`config.mk`:
```
export PLATFORM = sky130hd
export DESIGN_NAME = tile_sequencer
export DESIGN_NICKNAME = d
export VERILOG_FILES = /design/src/rtl/tile_sequencer.sv
export SDC_FILE = /design/constraint.sdc
export NUM_CORES = 1
export LEC_CHECK = 0
export CORE_MARGIN = 2
export CORE_UTILIZATION = 50
export CTS_BUF_LIST = sky130_fd_sc_hd__clkbuf_4 sky130_fd_sc_hd__clkbuf_8 sky130_fd_sc_hd__clkbuf_16
export DETAILED_ROUTE_END_ITERATION = 6
export PLACE_DENSITY_LB_ADDON = 0.25
export SETUP_SLACK_MARGIN = 0.5
export SLEW_MARGIN = 15
export SYNTH_ARGS = -nofsm -noshare
export SYNTH_HDL_FRONTEND = slang
export SYNTH_SLANG_ARGS = --single-unit
```
`constraint.sdc`:
```
create_clock -name Clk -period 10.1 [get_ports Clk]
set_input_delay 2.02 -clock Clk [delete_from_list [all_inputs] [get_ports Clk]]
set_output_delay 2.02 -clock Clk [all_outputs]
set_load 0.1 [all_outputs]
```
`src/rtl/tile_sequencer.sv`:
```
// Piano-tiles note sequencer: title screen, random-lane spawn pulses with a speed-scaled pause, final hold.
// Define TILE_NO_REPEAT_EN to stop two consecutive notes landing in the same lane.

module tile_key_edge (
    input  logic Clk,
    input  logic Reset,
    input  logic key_down,
    output logic kill
);
    logic key_q;

    always_ff @(posedge Clk) begin
        if (Reset) key_q <= 1'b0;
        else       key_q <= key_down;
    end

    assign kill = key_down & ~key_q;
endmodule

module tile_sequencer #(
    parameter int LANES      = 4,
    parameter int SONG_LEN   = 20,
    parameter int RAND_W     = 48,
    parameter int PAUSE_BASE = 1000,
    parameter int PAUSE_STEP = 50,
    parameter int PAUSE_MIN  = 100,
    parameter int FINAL_CYC  = 2000
) (
    input  logic              Clk,
    input  logic              Reset,
    input  logic              start,
    input  logic [RAND_W-1:0] randVal,
    input  logic [LANES-1:0]  key_down,
    output logic [LANES-1:0]  spawn,
    output logic [LANES-1:0]  kill,
    output logic              screen,
    output logic              done,
    output logic [3:0]        speed,
    output logic [15:0]       num_notes
);
    localparam int LW    = $clog2(LANES);
    localparam int NSLOT = RAND_W / LW;
`ifdef TILE_NO_REPEAT_EN
    localparam bit NO_REPEAT = 1'b1;
`else
    localparam bit NO_REPEAT = 1'b0;
`endif

    typedef enum logic [2:0] {S_TITLE, S_PICK, S_PAUSE, S_SPAWN, S_CHECK, S_FINAL} state_t;

    state_t          state, state_nx;
    logic [31:0]     pause_cnt, pause_cnt_nx;
    logic [31:0]     plen_q, plen_nx, plen_calc, dec;
    logic [15:0]     num_nx, spd_w, slot;
    logic [LW-1:0]   lane_q, lane_nx, prev_lane, prev_nx;
    logic [LW-1:0]   raw, lane_fix, lane_pick;

    genvar g;
    generate
        for (g = 0; g < LANES; g++) begin : g_key
            tile_key_edge u_key (
                .Clk      (Clk),
                .Reset    (Reset),
                .key_down (key_down[g]),
                .kill     (kill[g])
            );
        end
    endgenerate

    assign spd_w = 16'd1 + (num_notes >> 1);
    assign speed = (spd_w > 16'd15) ? 4'd15 : spd_w[3:0];

    // Compare before subtracting so a large speed never wraps the pause length.
    assign dec       = (32'(speed) - 32'd1) * 32'(PAUSE_STEP);
    assign plen_calc = (dec >= 32'(PAUSE_BASE) || (32'(PAUSE_BASE) - dec) < 32'(PAUSE_MIN))
                       ? 32'(PAUSE_MIN) : 32'(PAUSE_BASE) - dec;

    assign slot = num_notes % 16'(NSLOT);

    always_comb begin
        raw = '0;
        for (int i = 0; i < NSLOT; i++)
            if (slot == 16'(i)) raw = randVal[i*LW +: LW];
    end

    // A slice can exceed LANES-1 when LANES is not a power of two; fold it back once.
    assign lane_fix  = ({1'b0, raw} >= (LW+1)'(LANES)) ? raw - LW'(LANES) : raw;
    assign lane_pick = (NO_REPEAT && lane_fix == prev_lane && num_notes != 16'd0)
                       ? ((lane_fix == LW'(LANES-1)) ? '0 : lane_fix + 1'b1)
                       : lane_fix;

    always_ff @(posedge Clk) begin
        if (Reset) begin
            state     <= S_TITLE;
            pause_cnt <= '0;
            plen_q    <= '0;
            num_notes <= '0;
            lane_q    <= '0;
            prev_lane <= '0;
        end else begin
            state     <= state_nx;
            pause_cnt <= pause_cnt_nx;
            plen_q    <= plen_nx;
            num_notes <= num_nx;
            lane_q    <= lane_nx;
            prev_lane <= prev_nx;
        end
    end

    always_comb begin
        state_nx     = state;
        pause_cnt_nx = pause_cnt;
        plen_nx      = plen_q;
        num_nx       = num_notes;
        lane_nx      = lane_q;
        prev_nx      = prev_lane;
        spawn        = '0;
        screen       = 1'b0;
        done         = 1'b0;
        case (state)
            S_TITLE: begin
                screen = 1'b1;
                num_nx = '0;
                if (start) state_nx = S_PICK;
            end
            S_PICK: begin
                lane_nx      = lane_pick;
                plen_nx      = plen_calc;
                pause_cnt_nx = '0;
                state_nx     = S_PAUSE;
            end
            S_PAUSE: begin
                pause_cnt_nx = pause_cnt + 32'd1;
                if (pause_cnt == plen_q - 32'd1) state_nx = S_SPAWN;
            end
            S_SPAWN: begin
                spawn    = LANES'(1) << lane_q;
                num_nx   = num_notes + 16'd1;
                prev_nx  = lane_q;
                state_nx = S_CHECK;
            end
            S_CHECK: begin
                if (num_notes >= 16'(SONG_LEN)) begin
                    pause_cnt_nx = '0;
                    state_nx     = S_FINAL;
                end else begin
                    state_nx = S_PICK;
                end
            end
            S_FINAL: begin
                done         = 1'b1;
                pause_cnt_nx = pause_cnt + 32'd1;
                if (pause_cnt == 32'(FINAL_CYC - 1)) state_nx = S_TITLE;
            end
            default: state_nx = S_TITLE;
        endcase
    end
endmodule

```
==> results of run 1 <==
[final timing paths]
| kind | start | end | cells past startpoint | slack [ns] |
|---|---|---|---|---|
| setup / recovery | num_notes[2] | lane_q[1] | 40 | 0.21 |
| hold / removal | plen_q[26] | plen_q[26] | 1 | 0.50 |
| setup reg to reg | num_notes[2] | lane_q[1] | 40 | 0.21 |
| hold reg to reg | plen_q[26] | plen_q[26] | 1 | 0.50 |
[stage by stage]
stage	total power, W	TNS [ns]
2_1_floorplan	0.000634	-0.897
3_3_place_gp	0.000713	-0.143
5_1_grt	0.00111	-0.169
4_1_cts	0.00105	0
6_report	0.00105	0
3_5_place_dp	0.000720	-0.230
[power breakdown]
part           internal [W]  switching (W)
Combinational      0.000136       0.000205
Sequential         0.000361      0.0000212
Clock              0.000177       0.000153
Total              0.000674       0.000380
[flip-flops by register name, summed over array words and instances, names as in the netlist]
register           flops
state                  3
pause_cnt             32
lane_q                 2
g_key.u_key.key_q      4
plen_q                31
num_notes             16
[layer usage]
metal	part of all wire	vias up
met5	0	-
met2	0.45	523
met3	0.079	92
met4	0.028	0
li1	-	5808
met1	0.44	5614
[cell families after synthesis]
group | Yosys count
AND/OR/NAND/NOR | 695
AO/OA/AOI/OAI | 386
XOR/XNOR | 126
buffers and inverters | 119
flip-flops | 88
adder cells (fa/ha/maj) | 36
multiplexers | 30
[critical path: cells and delay by family, from the launching register on]
family,cells,cell delay (ns)
compound gates,17,4.46
fa+ha+maj,1,0.15
buf+inv,6,0.86
flops,1,0.39
mux,1,0.22
simple gates,15,3.69
[Yosys cell counts, drive strengths merged, types with 23 or more instances]
master,n
a211oi,26
a21oi,86
and2,36
and3,29
clkbuf,61
dfxtp,88
ha,31
inv,33
mux2i,23
nand2,137
nand3,68
nand4,27
nor2,172
nor3,60
nor4,27
o21ai,73
or3,36
xnor2,64
xor2,62
[placed cells by master, fill, tap and decap left out, types with 7 or more instances in the layout]
master,synthesis,routed
nor2_1,172,168
a211oi_1,23,17
buf_4,4,147
or3_1,34,32
nand2b_1,12,12
clkbuf_16,0,9
nor3_1,59,55
a21oi_1,86,79
o211ai_1,17,17
o31ai_1,15,12
nor3b_1,9,9
o22ai_1,14,11
nand2_1,136,135
o21ai_0,64,58
nand4_1,26,26
a22oi_1,18,17
ha_1,31,29
nor2b_1,18,17
o21a_1,12,11
mux2i_1,23,16
xnor2_1,63,60
a21o_1,15,14
nand3_1,66,60
o21ai_1,8,11
a31oi_1,18,16
a311oi_1,7,7
or2_2,13,12
clkdlybuf4s50_1,0,83
a211o_1,9,9
nand3b_1,10,10
xor2_1,62,62
inv_1,33,32
and3_1,29,27
nor4_1,26,24
and2_1,34,32
and4_1,9,9
dfxtp_1,88,84
[layout make-up]
class,count,area (µm²)
Clock buffer,10,239
Clock inverter,6,51.3
Fill cell,1780,7040
Inverter,38,158
Multi-Input combinational cell,1274,8770
Sequential cell,88,1770
Tap cell,270,338
Timing Repair Buffer,235,1990
[what timing repair did]
action,4_1_cts,5_1_grt
pin swaps,28,32
resized for setup,63,58
endpoints found under the setup margin,2,2
endpoints found under the hold margin,0,0
cloned,1,0
buffers inserted,18,3
==> flow_metrics.env, run 1 <==
export IMPL_synth_area_mux_share=0.0296
export IMPL_setup_violations=0
export IMPL_crit_path_frequent_cell="buf_4"
export IMPL_power_density_nw_per_um2=79.1
export IMPL_synth_top_family_by_area="simple AND/OR/NAND/NOR gates"
export IMPL_cts_buffers=9
export IMPL_dp_cells=1883
export IMPL_post_drt_wl_per_cell_um=18.0
export IMPL_busiest_layer="met2"
export IMPL_drtIter0Drc=998
export IMPL_rsz0062_at_grt="yes"
export IMPL_numClockSinks=88
export IMPL_netlist_cell_type_count=103
export IMPL_ios=85
export IMPL_cts_buffer_depth=2
export IMPL_synthAdderAreaFrac=0.0458
export IMPL_grt_pass1_vias=11130
export IMPL_ys_warn_count=0
export IMPL_synth_compound_area_frac=0.254
export IMPL_insertion_delay_ns=0.36
export IMPL_synth_simple_gate_area_frac=0.345
export IMPL_maxSlewHeadroom=0.263
export IMPL_grt_util_met3=0.0512
export IMPL_critPathMaxFanout=8
export IMPL_overflow=0
export IMPL_final_nets=1736
export IMPL_whs_ns=0.500
export IMPL_critPathSlowestCell="or4b_4"
export IMPL_ir_worst_vdd_mv=0.0850
export IMPL_die_area_um2=22000
export IMPL_cts_root_buffer="clkbuf_16"
export IMPL_grt_max_degree=50
export IMPL_layout_cells_non_filler=1921
export IMPL_start_util=0.512
export IMPL_max_freq_ghz=0.101
export IMPL_clock_skew_ns=0.0108
export IMPL_coreArea_um2=20400
export IMPL_synth_xor_area_frac=0.107
export IMPL_drt_pass1_iterations=6
export IMPL_syn_nets=1570
export IMPL_hold_class="flip-flop to flip-flop"
export IMPL_synth_edf_count=0
export IMPL_ant_nets=0
export IMPL_drive_gt1_frac=0.189
export IMPL_yosysTopAreaCell="dfxtp_1"
export IMPL_clk_pin_slew_ns=0.08
export IMPL_synth_top_area_frac=0.169
export IMPL_grt_pass1_wl_um=55100
export IMPL_fin_crit_ns=9.89
export IMPL_numPortBuffers=84
export IMPL_stdcell_area_um2=13300
export IMPL_drc_errors=0
export IMPL_antenna_found_initial=0
export IMPL_synth_area_top_cells="dfxtp_1 (17%), nor2_1 (6.2%), xnor2_1 (5.3%), xor2_1 (5.2%), nand2_1 (4.9%)"
export IMPL_status="finished clean"
export IMPL_cp_end_kind="flip-flop"
export IMPL_dpl_hpwl_um=25800
export IMPL_final_util=0.654
export IMPL_critPathArrivalTime_ns=10.14
export IMPL_start_kind="flip-flop"
export IMPL_die_h_um=148
export IMPL_place_congestion=0.935
export IMPL_ys_ff_latch=88
export IMPL_finalWirelength_um=34500
export IMPL_die_width_um=148
export IMPL_worstSetupPathType="flip-flop to flip-flop"
export IMPL_synthFlopType="dfxtp_1"
export IMPL_slowest_delay_ns=0.48
export IMPL_layout_setup_ws_ns=0.211
export IMPL_drv_slew=0
export IMPL_seq_area_frac_synth=0.169
export IMPL_antennaDiodeCount=0
export IMPL_hold_violations=0
export IMPL_synth_cell_area_um2=10400
export IMPL_dp_slack_ns=-0.145
export IMPL_synthArstFlopShare=0
export IMPL_dr_total_vias=12037
export IMPL_worstMarginPinSlew_ns=1.10
export IMPL_fin_crit_sh=0.979
export IMPL_cts_max_level=3
export IMPL_synth_avg_cell_area_um2=7.05
export IMPL_cts_tree="done"
export IMPL_syn_inst=1480
export IMPL_syn2layout_area_growth_pct=27.7
export IMPL_cap_violations=0
export IMPL_placed_cell_area_um2=12300
export IMPL_met2_usage=0.486
export IMPL_crit_required_ns=10.35
export IMPL_hold_buffers=0
export IMPL_drt_vias_per_instance=6.27
export IMPL_rows=52
export IMPL_use_met1=0.417
export IMPL_grt_total_usage=0.302
export IMPL_power_leakage_nw=5.26
Note: power is estimated with default switching activity, not from simulation.
==> run 2, diff against run 1 <==
--- a/config.mk
+++ b/config.mk
@@ -10,7 +10,6 @@
 export CTS_BUF_LIST = sky130_fd_sc_hd__clkbuf_4 sky130_fd_sc_hd__clkbuf_8 sky130_fd_sc_hd__clkbuf_16
 export DETAILED_ROUTE_END_ITERATION = 6
 export PLACE_DENSITY_LB_ADDON = 0.25
-export SETUP_SLACK_MARGIN = 0.5
 export SLEW_MARGIN = 15
 export SYNTH_ARGS = -nofsm -noshare
 export SYNTH_HDL_FRONTEND = slang
==> constraint.sdc (replaced) <==
create_clock -name Clk -period 10.1 [get_ports Clk]
set_input_delay 1.01 -clock Clk [delete_from_list [all_inputs] [get_ports Clk]]
set_output_delay 1.01 -clock Clk [all_outputs]
set_load 0.1 [all_outputs]
==> run 2 against run 1 <==
Net effect: first-iteration DRC count rose by 0.70%; final cell count fell by 0.62%; register-to-register slack got worse by 0.04 ns; combinational power barely moved; critical endpoint unchanged; largest cell class unchanged.
==> flow_metrics.env, run 2 (synthesized netlist as in run 1, its figures left out) <==
export IMPL_status="finished clean"
export IMPL_cp_end_kind="flip-flop"
export IMPL_numClockSinks=88
export IMPL_insertion_delay_ns=0.36
export IMPL_start_util=0.512
export IMPL_hp_start="plen_q[26]"
export IMPL_dr_total_vias=11948
export IMPL_layout_cells_non_filler=1909
export IMPL_final_cell_mix="nor2_1 (166), buf_4 (137), nand2_1 (136), dfxtp_1 (84), clkdlybuf4s50_1 (83)"
export IMPL_crit_buf_inv=4
export IMPL_r2r_slack_ns=0.17
export IMPL_dp_cells=1883
export IMPL_hold_violations=0
export IMPL_antennaDiodeCount=0
export IMPL_ant_nets=0
export IMPL_slowest_delay_ns=0.48
export IMPL_syn2layout_area_growth_pct=27.3
export IMPL_overflow=0
export IMPL_ios=85
export IMPL_numPortBuffers=84
export IMPL_grt_total_usage=0.295
export IMPL_drtIter0Drc=1005
export IMPL_setup_violations=0
export IMPL_worstMarginPinSlew_ns=1.09
export IMPL_drc_errors=0
export IMPL_dpl_hpwl_um=25800
export IMPL_maxSlewHeadroom=0.271
export IMPL_coreArea_um2=20400
export IMPL_cap_violations=0
export IMPL_final_nets=1724
export IMPL_start_kind="flip-flop"
export IMPL_regToRegEndpoint="lane_q[1]"
export IMPL_worstSetupPathType="flip-flop to flip-flop"
export IMPL_rsz0062_at_grt="yes"
export IMPL_drv_slew=0
export IMPL_cts_root_buffer="clkbuf_16"
export IMPL_power_density_nw_per_um2=79.4
export IMPL_critPathMaxFanout=6
export IMPL_die_area_um2=22000
export IMPL_crit_family="compound AO/OA/AOI/OAI gates"
export IMPL_routed_top_layer="met4"
export IMPL_min_path_cells=1
export IMPL_reg2reg_from="num_notes[1]"
export IMPL_fin_crit_sh=0.983
export IMPL_drive_gt1_frac=0.182
export IMPL_final_common_cell="nor2_1"
export IMPL_stdcell_area_um2=13300
export IMPL_place_congestion=0.935
export IMPL_die_width_um=148
export IMPL_antenna_found_initial=0
export IMPL_grt_pass1_vias=10852
export IMPL_drt_pass1_iterations=6
export IMPL_wl_met1_um=15400
export IMPL_cts_max_level=3
export IMPL_grt_max_degree=50
export IMPL_cts_buffer_depth=2
export IMPL_grt_pass1_wl_um=53700
export IMPL_largest_reg_flops=32
export IMPL_clk_pin_slew_ns=0.08
export IMPL_holdPathEnd="plen_q[26]"
export IMPL_ir_worst_vdd_mv=0.0849
export IMPL_cts_tree="done"
export IMPL_placed_cell_area_um2=12300
export IMPL_critPathArrivalTime_ns=10.23
export IMPL_drt_vias_per_instance=6.26
export IMPL_top_regs="pause_cnt: 32 flops, plen_q: 31 flops, num_notes: 16 flops"
export IMPL_top_register="pause_cnt"
export IMPL_hold_buffers=0
export IMPL_rows=52
export IMPL_finalWirelength_um=34400
export IMPL_hold_class="flip-flop to flip-flop"
export IMPL_fin_crit_ns=9.93
export IMPL_p_total_w=0.00105
export IMPL_met3_length_um=2640
export IMPL_cts_buffers=9
export IMPL_max_freq_ghz=0.101
export IMPL_die_h_um=148
export IMPL_crit_required_ns=10.40
export IMPL_wl_met2_um=15600
export IMPL_clock_skew_ns=0.0123
export IMPL_critPathSlowestCell="or4b_4"
export IMPL_r2r_cells=39
export IMPL_power_leakage_nw=5.20
export IMPL_post_drt_wl_per_cell_um=18.0
-- run 2: changes by cell type in the layout (fill, tap and decap cells not counted), sizes merged --
cell | previous run | this run
buf | 152 | 140
-- run 2: what timing repair did --
action / 4_1_cts / 5_1_grt
buffers inserted: 0 / 10
endpoints found under the setup margin: 2 / 2
gates resized for setup: 8 / 114
pin swaps: 0 / 37
cloned: 0 / 1
-- run 2: layer usage --
layer  track usage  vias up
li1              -     5773
met1         0.408     5574
met2         0.470      533
met3        0.0528       68
met4        0.0838        0
met5             0        -
-- run 2: through the flow --
step                worst slack, ns   util  hold slack [ns]  setup TNS (ns)
floorplan                    -0.503      -            0.460          -0.897
global placement            -0.0741  0.605            0.484          -0.143
detailed placement           -0.145  0.605            0.486          -0.230
CTS                         0.00363  0.620            0.502               0
global route                 -0.106  0.652            0.516          -0.200
finish                        0.169  0.652            0.499               0
-- run 2: cell type report --
class	count	area (µm²)
Clock buffer	10	239
Clock inverter	6	51.3
Fill cell	1797	7090
Inverter	38	155
Multi-Input combinational cell	1274	8830
Sequential cell	88	1770
Tap cell	270	338
Timing Repair Buffer	223	1900
-- run 2: how the worst max path moves through the flow --
stage,startpoint,end,depth (start not counted)
4_1_cts,num_notes[1],lane_q[0],37
2_1_floorplan,num_notes[2],lane_q[0],44
3_3_place_gp,num_notes[1],lane_q[0],37
6_report,num_notes[1],lane_q[1],39
5_1_grt,num_notes[2],lane_q[1],41
3_5_place_dp,num_notes[1],lane_q[1],38
-- run 2: power breakdown --
part	leakage, nW	switching (W)	internal, W
registers	0.715	0.0000211	0.000361
logic	4.34	0.000205	0.000136
clock network	0.145	0.000153	0.000177
==> run 3, diff against run 2 <==
--- a/config.mk
+++ b/config.mk
@@ -6,7 +6,7 @@
 export NUM_CORES = 1
 export LEC_CHECK = 0
 export CORE_MARGIN = 2
-export CORE_UTILIZATION = 50
+export CORE_UTILIZATION = 55
 export CTS_BUF_LIST = sky130_fd_sc_hd__clkbuf_4 sky130_fd_sc_hd__clkbuf_8 sky130_fd_sc_hd__clkbuf_16
 export DETAILED_ROUTE_END_ITERATION = 6
 export PLACE_DENSITY_LB_ADDON = 0.25
@@ -14,3 +14,4 @@
 export SYNTH_ARGS = -nofsm -noshare
 export SYNTH_HDL_FRONTEND = slang
 export SYNTH_SLANG_ARGS = --single-unit
+export TNS_END_PERCENT = 1
==> run 3 against run 2 <==
Net effect: routed wire length is 0.21% lower; via count is 1.3% higher; clock skew is 0.0011 ns lower; count of clock-buffer cells in the layout is 2 higher.
==> flow_metrics.env, run 3 (synthesized netlist as in run 1, its figures left out) <==
export IMPL_crit_required_ns=10.35
export IMPL_cts_tree="done"
export IMPL_critPathSlowestCell="or4b_4"
export IMPL_cp_end_kind="flip-flop"
export IMPL_fillerInstances=1583
export IMPL_slowest_delay_ns=0.50
export IMPL_drt_vias_per_instance=6.39
export IMPL_largest_reg_flops=32
export IMPL_grt_pass1_wl_um=55400
export IMPL_antennaDiodeCount=0
export IMPL_cts_root_buffer="clkbuf_16"
export IMPL_drv_slew=0
export IMPL_maxSlewHeadroom=0.283
export IMPL_hold_violations=0
export IMPL_regArea_um2=1770
export IMPL_dr_total_vias=12109
export IMPL_worstSetupPathType="flip-flop to flip-flop"
export IMPL_post_drt_wl_per_cell_um=18.1
export IMPL_max_freq_ghz=0.100
export IMPL_crit_path_frequent_cell="or3_4"
export IMPL_drive_gt1_frac=0.175
export IMPL_placed_cell_area_um2=12500
export IMPL_ios=85
export IMPL_rows=50
export IMPL_ant_nets=0
export IMPL_drtIter0Drc=1077
export IMPL_final_cell_mix="nor2_1 (171), buf_4 (162), nand2_1 (136), dfxtp_1 (84), clkdlybuf4s50_1 (83)"
export IMPL_finalWirelength_um=34300
export IMPL_layout_setup_ws_ns=0.110
export IMPL_cts_buffers=9
export IMPL_status="finished clean"
export IMPL_fin_crit_sh=0.989
export IMPL_grt_pass1_vias=11208
export IMPL_place_congestion=0.959
export IMPL_dpl_hpwl_um=26100
export IMPL_overflow=0
export IMPL_grt_total_usage=0.334
export IMPL_coreArea_um2=18600
export IMPL_top_register="pause_cnt"
export IMPL_die_h_um=142
export IMPL_final_nets=1747
export IMPL_numPortBuffers=84
export IMPL_fin_setup_tns_ns=0
export IMPL_cts_buffer_depth=2
export IMPL_start_util=0.559
export IMPL_grt_max_degree=50
export IMPL_dp_slack_ns=-0.138
export IMPL_power_leakage_nw=5.34
export IMPL_drt_pass1_iterations=5
export IMPL_die_area_um2=20100
export IMPL_whs_ns=0.510
export IMPL_antenna_found_initial=0
export IMPL_top_regs="pause_cnt: 32 flops, plen_q: 31 flops, num_notes: 16 flops"
export IMPL_cts_max_level=3
export IMPL_setup_violations=0
export IMPL_critPathArrivalTime_ns=10.24
export IMPL_clock_skew_ns=0.0112
export IMPL_numClockSinks=88
export IMPL_rsz0062_at_grt="yes"
export IMPL_cap_violations=0
export IMPL_drc_errors=0
export IMPL_fin_crit_ns=9.99
export IMPL_worstMarginPinSlew_ns=1.07
export IMPL_hold_class="flip-flop to flip-flop"
export IMPL_final_common_cell="nor2_1"
export IMPL_critPathMaxFanout=10
export IMPL_stdcell_area_um2=13200
export IMPL_syn2layout_area_growth_pct=26.4
export IMPL_clk_pin_slew_ns=0.07
export IMPL_power_density_nw_per_um2=84.3
export IMPL_ir_worst_vdd_mv=0.0860
export IMPL_multi_input_area_um2=8540
export IMPL_insertion_delay_ns=0.36
export IMPL_die_width_um=142
export IMPL_start_kind="flip-flop"
[run 3: path summary, 6_finish.rpt]
path                startpoint         end  slack [ns]  cells after the start
setup / recovery  num_notes[2]   lane_q[1]        0.11                     39
hold / removal      plen_q[26]  plen_q[26]        0.51                      1
setup reg to reg  num_notes[2]   lane_q[1]        0.11                     39
hold reg to reg     plen_q[26]  plen_q[26]        0.51                      1
[run 3: cell type report]
type / instances / share of cell area
Clock inverter: 4 / 0.00560
Sequential cell: 88 / 0.134
Clock buffer: 12 / 0.0206
Timing Repair Buffer: 247 / 0.157
Tap cell: 234 / 0.0222
Multi-Input combinational cell: 1273 / 0.648
Inverter: 38 / 0.0118
[run 3: metrics by stage]
| step | cells | power [W] | util |
|---|---|---|---|
| after floorplan | 1480 | 0.000634 | - |
| after global placement | 1871 | 0.000709 | 0.668 |
| after detailed placement | 1871 | 0.000718 | 0.668 |
| after CTS | 1888 | 0.00111 | 0.688 |
| after global routing | 1896 | 0.00116 | 0.707 |
| final | 1896 | 0.00111 | 0.707 |
[run 3: timing repair]
action	in CTS	in global routing
resized for setup	7	61
endpoints found under the setup margin	2	2
hold buffers	0	0
cloned	0	0
buffers inserted	1	8
pin swaps	1	22
[run 3: power by group]
part           internal (W)  switching, W  total, W
Sequential         0.000361     0.0000236  0.000384
Combinational      0.000135      0.000201  0.000336
Clock              0.000242      0.000149  0.000390
[run 3: layer usage]
layer / wire length, µm / vias to the layer above / global-route usage
met3: 2750 / 68 / 0.0553
met4: 655 / 0 / 0.0800
li1: - / 5823 / -
met2: 15700 / 507 / 0.549
met5: 0 / - / 0
met1: 15200 / 5711 / 0.460
[run 3: worst max-delay path, delay by kind of cell, from the launching register on]
family          cells  cell delay [ns]
flops               1             0.38
mux                 2             0.51
buf+inv             4             0.55
compound gates     18             4.31
fa+ha+maj           1             0.19
simple gates       14             3.91
